## src/rtl/spi_slave_pkg.sv

```systemverilog
// spi_slave_pkg: FSM state type, SPI command codes and FRAME_W helper shared by the spi_slave_gen slice
package spi_slave_pkg;
  typedef enum logic [2:0] {IDLE, RECV, WAIT_TX, SEND, DONE} state_t;
  localparam logic [1:0] CMD_WR_ADDR = 2'b00;
  localparam logic [1:0] CMD_WR_DATA = 2'b01;
  localparam logic [1:0] CMD_RD_ADDR = 2'b10;
  localparam logic [1:0] CMD_RD_DATA = 2'b11;
  function automatic int frame_w(input int data_w);
    return data_w + 2;
  endfunction
endpackage

```

## src/rtl/spi_shifter.sv

```systemverilog
// spi_shifter: parallel-load shift register, MSB/LSB-first; ports clk rst_n load load_data shift ser_in -> nxt (next shifted value) ser_out
module spi_shifter #(
  parameter int W = 8,
  parameter int LSB_FIRST = 0
) (
  input  logic         clk,
  input  logic         rst_n,
  input  logic         load,
  input  logic [W-1:0] load_data,
  input  logic         shift,
  input  logic         ser_in,
  output logic [W-1:0] nxt,
  output logic         ser_out
);
  logic [W-1:0] q;
  assign nxt = LSB_FIRST != 0 ? {ser_in, q[W-1:1]} : {q[W-2:0], ser_in};
  assign ser_out = LSB_FIRST != 0 ? q[0] : q[W-1];
  always_ff @(posedge clk)
    if (!rst_n) q <= '0;
    else if (load) q <= load_data;
    else if (shift) q <= nxt;
endmodule

```

## src/rtl/spi_slave_gen.sv

```systemverilog
// spi_slave_gen: SPI slave for {cmd[1:0],payload} frames with read-data reply; ports clk rst_n SS_n MOSI MISO rx_data rx_valid tx_data tx_valid frame_err
module spi_slave_gen
  import spi_slave_pkg::*;
#(
  parameter int DATA_W = 8,
  parameter int LSB_FIRST = 0,
  parameter int TX_TIMEOUT = 16
) (
  input  logic              clk,
  input  logic              rst_n,
  input  logic              SS_n,
  input  logic              MOSI,
  output logic              MISO,
  output logic [DATA_W+1:0] rx_data,
  output logic              rx_valid,
  input  logic [DATA_W-1:0] tx_data,
  input  logic              tx_valid,
  output logic              frame_err
);
  localparam int FW = frame_w(DATA_W);
  localparam int CW = $clog2(FW + 1);
  state_t state, state_d;
  logic [CW-1:0] cnt, cnt_d;
  logic [7:0] wcnt, wcnt_d;
  logic [1:0] cmd, cmd_d;
  logic addr_pending, pend_d, rx_valid_d, frame_err_d, rx_upd, load, shift, ser_out;
  logic [DATA_W-1:0] nxt;
  spi_shifter #(.W(DATA_W), .LSB_FIRST(LSB_FIRST)) u_shift (
    .clk, .rst_n, .load, .load_data(tx_data), .shift, .ser_in(MOSI), .nxt, .ser_out
  );
  assign MISO = state == SEND && ser_out;
  always_comb begin
    state_d = state;
    cnt_d = cnt;
    wcnt_d = '0;
    cmd_d = cmd;
    pend_d = addr_pending;
    rx_valid_d = 1'b0;
    frame_err_d = 1'b0;
    rx_upd = 1'b0;
    load = 1'b0;
    shift = 1'b0;
    if (state != IDLE && SS_n) begin
      state_d = IDLE;
      cnt_d = '0;
      frame_err_d = state == RECV || state == WAIT_TX || state == SEND;
    end else begin
      case (state)
        IDLE: state_d = SS_n ? IDLE : RECV;
        RECV: begin
          cnt_d = cnt + CW'(1);
          if (cnt < CW'(2)) cmd_d = LSB_FIRST != 0 ? {MOSI, cmd[1]} : {cmd[0], MOSI};
          else shift = 1'b1;
          if (cnt == CW'(FW - 1)) begin
            cnt_d = '0;
            rx_valid_d = 1'b1;
            rx_upd = 1'b1;
            state_d = cmd == CMD_RD_DATA ? WAIT_TX : DONE;
            pend_d = cmd == CMD_RD_ADDR ? 1'b1 : cmd == CMD_RD_DATA ? 1'b0 : addr_pending;
            frame_err_d = cmd == CMD_RD_DATA && !addr_pending;
          end
        end
        WAIT_TX: begin
          wcnt_d = wcnt + 8'd1;
          load = tx_valid;
          state_d = tx_valid ? SEND : wcnt == 8'(TX_TIMEOUT - 1) ? DONE : WAIT_TX;
          frame_err_d = !tx_valid && wcnt == 8'(TX_TIMEOUT - 1);
        end
        SEND: begin
          shift = 1'b1;
          cnt_d = cnt == CW'(DATA_W - 1) ? '0 : cnt + CW'(1);
          state_d = cnt == CW'(DATA_W - 1) ? DONE : SEND;
        end
        default: ;
      endcase
    end
  end
  always_ff @(posedge clk)
    if (!rst_n) begin
      state <= IDLE;
      cnt <= '0;
      wcnt <= '0;
      cmd <= '0;
      addr_pending <= 1'b0;
      rx_valid <= 1'b0;
      frame_err <= 1'b0;
      rx_data <= '0;
    end else begin
      state <= state_d;
      cnt <= cnt_d;
      wcnt <= wcnt_d;
      cmd <= cmd_d;
      addr_pending <= pend_d;
      rx_valid <= rx_valid_d;
      frame_err <= frame_err_d;
      if (rx_upd) rx_data <= {cmd, nxt};
    end
endmodule

```

## config.mk

```make
export PLATFORM = sky130hd
export DESIGN_NAME = spi_slave_gen
export DESIGN_NICKNAME = d
export VERILOG_FILES = /design/src/rtl/spi_slave_pkg.sv /design/src/rtl/spi_shifter.sv /design/src/rtl/spi_slave_gen.sv
export SDC_FILE = /design/constraint.sdc
export NUM_CORES = 1
export LEC_CHECK = 0
export CORE_MARGIN = 2
export CORE_UTILIZATION = 60
export CTS_BUF_LIST = sky130_fd_sc_hd__clkbuf_4 sky130_fd_sc_hd__clkbuf_8
export DETAILED_ROUTE_END_ITERATION = 10
export PLACE_DENSITY = 0.87
export SYNTH_ARGS = -nofsm -noshare
export SYNTH_HDL_FRONTEND = slang
export SYNTH_SLANG_ARGS = --single-unit
```

## constraint.sdc

```tcl
create_clock -name clk -period 3.37 [get_ports clk]
set_input_delay 0.337 -clock clk [delete_from_list [all_inputs] [get_ports clk]]
set_output_delay 0.337 -clock clk [all_outputs]
set_load 0.01 [all_outputs]
```

### Word level (Yosys, flattened, before mapping)

Index checks and enable logic that the tools add are counted.

| cells by class | value |
|---|---|
| equality and inequality tests | 9 |
| bitwise operators | 3 |
| add/sub/neg operators | 2 |
| multiplexer cells | 25 |
| divide/modulo/power cells | 0 |
| multiply operators | 0 |
| reduce and logical (&&, ||, !) cells | 19 |
| shifts and indexed selects | 0 |
| magnitude comparators | 1 |

Operators by type and width:

| operator | number |
|---|---|
| two-way mux 8 bit | 2 |
| two-way mux 3 bit | 5 |
| two-way mux 1 bit | 12 |
| case mux 3 bit (4 select lines) | 1 |
| adder 8 x 1 -> 8 bit (second input constant) | 1 |
| == test 8 x 4 -> 1 bit (second input constant) | 1 |
| two-way mux 4 bit | 2 |
| case mux 4 bit (2 select lines) | 1 |
| == test 3 x 2 -> 1 bit (second input constant) | 2 |
| nonzero test 2 bit | 3 |
| adder 4 x 1 -> 4 bit (second input constant) | 1 |
| == test 2 bit (second input constant) | 2 |
| == test 4 x 3 -> 1 bit (second input constant) | 1 |
| == test 4 bit (second input constant) | 1 |
| logical AND 1 bit | 4 |
| less-than comparator 4 x 2 -> 1 bit (second input constant) | 1 |
| case mux 1 bit (2 select lines) | 2 |
| AND reduction 4 bit | 1 |
| nonzero test 4 bit | 1 |
| == test 3 x 1 -> 1 bit (second input constant) | 1 |
| zero test 3 bit | 1 |
| NOT 1 bit | 3 |
| AND reduction 3 bit | 1 |
| nonzero test 3 bit | 1 |
| other kinds (6) | 8 |

| storage, ports and cells | value |
|---|---|
| memory bits (writable) | 0 |
| input port bits | 13 |
| memories | 0 |
| output and inout port bits | 13 |
| ROM bits | 0 |
| bits in registers | 38 |
| bits in latches | 0 |
| word-level logic and storage cells | 68 |

### Logic depth before layout (Yosys ltp)

| depth | value |
|---|---|
| word-level depth | 6 |
| depth in mapped cells | 6 |
| gate-level depth less buffers | 5 |

### Cells and area by module

Synthesis repeated with hierarchy kept, for this count alone.

| second synthesis, totals | value |
|---|---|
| cells, all modules | 180 |
| area, all modules | 1814.2 µm² |

Modules (own cells, without submodules):

| module | cells each | instances | sequential area each (µm²) | area an instance (µm²) |
|---|---|---|---|---|
| spi_slave_gen | 144 | 1 | 600.6 | 1366.3 |
| spi_shifter | 36 | 1 | 160.2 | 447.9 |

### Worst setup path before layout

Ideal clock, no wire load.

| path | value |
|---|---|
| path type | register -> register |
| start point | reg cnt[0] |
| end point | reg frame_err |
| setup time | 0.074 ns |
| cell stages (with the launch flop) | 5 |
| path buffers | 0 |
| required time | 3.296 ns |
| clock period less this slack | 1.579 ns |
| data arrival time | 1.505 ns |
| path slack | 1.791 ns |
| cell sequence | dfxtp_1 -> ha_1 -> and4b_1 -> or4b_2 -> a31oi_1 |

| on the way | value |
|---|---|
| word-level cells in the longest chain between the ends | 4 |

Ends and longest elaborated chain:

| what | RTL line | RTL |
|---|---|---|
| from (decl) | spi_slave_gen.sv:23 | `logic [CW-1:0] cnt, cnt_d;` |
| from (signal assigned) | spi_slave_gen.sv:90 | `cnt <= cnt_d;` |
| == test 4 bit | spi_slave_gen.sv:54 | `if (cnt == CW'(FW - 1)) begin` |
| two-way mux 1 bit | spi_slave_gen.sv:54 |  |
| case mux 1 bit (2 select lines) | spi_slave_gen.sv:48 | `case (state)` |
| two-way mux 1 bit | spi_slave_gen.sv:43 | `if (state != IDLE && SS_n) begin` |
| to (signal assigned) | spi_slave_gen.sv:95 | `frame_err <= frame_err_d;` |
| to (decl) | spi_slave_gen.sv:18 | `output logic frame_err` |

Every way passes these cells.
A chain may end at the register's enable or synchronous reset.

### Final worst setup path

| path | value |
|---|---|
| start point | reg state[0] |
| end point | out MISO |

| on the way | value |
|---|---|
| word-level cells in the longest chain between the ends | 2 |

Ends and longest elaborated chain:

| what | RTL line | RTL |
|---|---|---|
| from (decl) | spi_slave_gen.sv:22 | `state_t state, state_d;` |
| from (signal assigned) | spi_slave_gen.sv:89 | `state <= state_d;` |
| == test 3 x 2 -> 1 bit | spi_slave_gen.sv:31 | `assign MISO = state == SEND && ser_out;` |
| logical AND 1 bit | spi_slave_gen.sv:31 |  |
| to (decl) | spi_slave_gen.sv:13 | `output logic MISO,` |

Every way passes these cells.

==> results_dict.tcl <==
set metrics [dict create \
    pwr-share-seq_pct 49.5 \
    yosys.area.top_type "dfxtp_1" \
    io_buffer_count 25 \
    firstDrtPassIters 5 \
    synthArstFlopShare_pct 0 \
    clk_pin_slew_worst_paths_ns 0.12 \
    p_sw_share_pct 21.2 \
    cp_data_required_time_ns 3.03 \
    cts_tree "built" \
    status "complete, no violations" \
    die_y_um 59.2 \
    grt_pass1_vias 1607 \
    route.vias.total 1719 \
    max_freq_mhz 394 \
    drive_gt1_share_pct 7.33 \
    cts_hold_buf 0 \
    hold_class "register to register" \
    synth_top_area_share_pct 41.6 \
    antenna_left 0 \
    ys.flop_type "dfxtp_1" \
    hold_slack_ns 0.469 \
    drv_slew 0 \
    rows 20 \
    syn_nets 230 \
    critPathSlowestCell "dfxtp_1" \
    hold_violations 0 \
    crit_chain "nor2b_1, and3_1, clkdlybuf4s50_1" \
    layout.nets 247 \
    fin_tns_setup_ns 0 \
    gp_congestion 0.939 \
    die-area_mm2 0.00350 \
    area_growth_pct 19.3 \
    cts_sinks 38 \
    wl_mm 4.40 \
    end_kind "primary output" \
    cp.arrival_ns 2.20 \
    post-place-ws_ns 1.14 \
    cpLargestDelayFamily "simple AND/OR/NAND/NOR gates" \
    synth_top_cells_by_area "dfxtp_1 (42%), o21ai_0 (6.6%), nand3_1 (6.3%), a21boi_0 (4.1%), a31oi_1 (3.4%)" \
    drc 0 \
    multi_input_area_um2 960 \
    slew_headroom_pct 64.8 \
    synth_area_mm2 0.00183 \
    grt_pass1_wl_mm 7.49 \
    post-route-min-period_ns 2.54 \
    p_total_mw 0.933 \
    cp-start-kind "register" \
    final_common_cell "dfxtp_1" \
    vias_per_cell 6.49 \
    worstMarginPinSlew_ns 0.526 \
    setup_ws_ns 0.835 \
    netlist_instances 214 \
    ys_seq_elements 38 \
    grt_overflow 0 \
    p_sw_mw 0.197 \
    ir_drop_mv 0.290 \
    path_buf_inv 1 \
    synth_edf_count 0 \
    worstSetupPathType "register to primary output" \
    p_leak_nw 0.704 \
    start_util_pct 61.3 \
    wire_per_inst_um 16.6 \
    core_area_mm2 0.00298 \
    cts_resized 0 \
    final.period_utilization_pct 75.2 \
    met1_usage_pct 36.7 \
    crit_fanout 14 \
    rsz0062_at_grt "no" \
    synth_cell_type_count 49 \
    busiest_layer "met2" \
    crit_path_max_incr_delay_ns 0.60 \
    ios 26 \
    ff_latch_area_um2 761 \
    avgSynthCellArea_um2 8.54 \
    cts_buffer_depth 2 \
    cellInternalPower_mw 0.735 \
    clkPwrFrac_pct 43.2 \
    yosys_warnings 0 \
    met2_usage_pct 45.1 \
    setup_viol 0 \
    combPwrFrac_pct 7.3 \
    cts_made_buffers 5 \
    gr-usage-all-layers_pct 28.1 \
    place_hpwl_mm 3.06 \
    skew_ns 0.00465 \
    final_cell_mix "dfxtp_1 (38), clkdlybuf4s50_1 (25), o21ai_0 (24), nand3_1 (23)" \
    grt_util_met3_pct 5.02 \
    grt_max_degree 28 \
    clock_latency_ns 0.34 \
    post-cts-setup-buffer-count 0 \
    root_buffer "clkbuf_4" \
    diodes 0 \
    antenna_found_initial 0 \
    fillers 230 \
    drt_iter0_drc 128 \
    power_density_mw_per_mm2 428 \
    die_x_um 59.2 \
    drv_cap 0 \
    ys_seq_area_share_pct 41.6 \
    ctsHtreeMaxLevel 2 \
]
-- flip-flops by register name, summed over array words and instances, names as in the netlist --
name,count
u_shift.q,8
cnt,4
addr_pending,1
rx_valid,1
cmd,2
frame_err,1
wcnt,8
state,3
rx_data,10
-- layer usage --
metal / vias to the layer above / share of wire, %
li1: 832 / -
met1: 796 / 43
met2: 82 / 50
met3: 9 / 5.7
met4: 0 / 1.5
met5: - / 0
-- final timing paths --
kind / start / end / slack [ns] / cells past startpoint
worst min-delay path: wcnt[0]$_SDFF_PP0_ / wcnt[0]$_SDFF_PP0_ / 0.47 / 1
worst max-delay path: state[0]$_SDFFE_PP0P_ / MISO / 0.83 / 3
worst min register to register: wcnt[0]$_SDFF_PP0_ / wcnt[0]$_SDFF_PP0_ / 0.47 / 1
worst max register to register: state[1]$_SDFFE_PP0P_ / frame_err$_SDFF_PN0_ / 1.47 / 3
-- logic make-up after synthesis --
logic type | Yosys count | share of synthesized area [%]
xor gates and xnor gates | 4 | 1.92
AOI/OAI and AO/OA | 71 | 24.9
and+or+nand+nor | 71 | 22.9
muxes | 1 | 0.548
DFF | 38 | 41.6
adders and majority gates | 3 | 2.06
buffers and inverters | 26 | 6.10
-- metrics by stage --
| stage | utilization (%) | instance area (um2) | std cells |
|---|---|---|---|
| 2_1_floorplan | - | 1830 | 214 |
| 4_1_cts | 73.2 | 2180 | 265 |
| 6_report | 73.2 | 2180 | 265 |
| 3_3_place_gp | 69.5 | 2070 | 257 |
| 5_1_grt | 73.2 | 2180 | 265 |
| 3_5_place_dp | 69.5 | 2070 | 257 |
-- power by group through the flow --
stage                     clock network (mW)  registers [mW]  logic [mW]
after floorplan                            0           0.468      0.0410
after global placement                     0           0.471      0.0634
after detailed placement                   0           0.472      0.0653
after CTS                              0.407           0.462      0.0665
after global routing                   0.429           0.463      0.0742
final                                  0.403           0.462      0.0677
-- synth_stat cells (3+ instances only) --
cell and n:
a21boi_0 10, a21oi_1 5, a31oi_1 10, buf_2 4, clkbuf_1 13, dfxtp_1 38
ha_1 3, inv_1 7, nand2_1 8, nand2b_1 4, nand3_1 23, nor2_1 7
o21ai_0 24, o31ai_1 8, or3_1 4
-- final cells by class --
cell class / count / area share [%]
multi-input cells: 150 / 44.0
flip-flops and latches: 38 / 34.9
repair buffers: 29 / 12.9
clock inverters: 2 / 2.76
clock buffers: 6 / 2.35
well taps: 33 / 1.89
inverters: 7 / 1.21
Note: power is estimated with default switching activity, not from simulation.
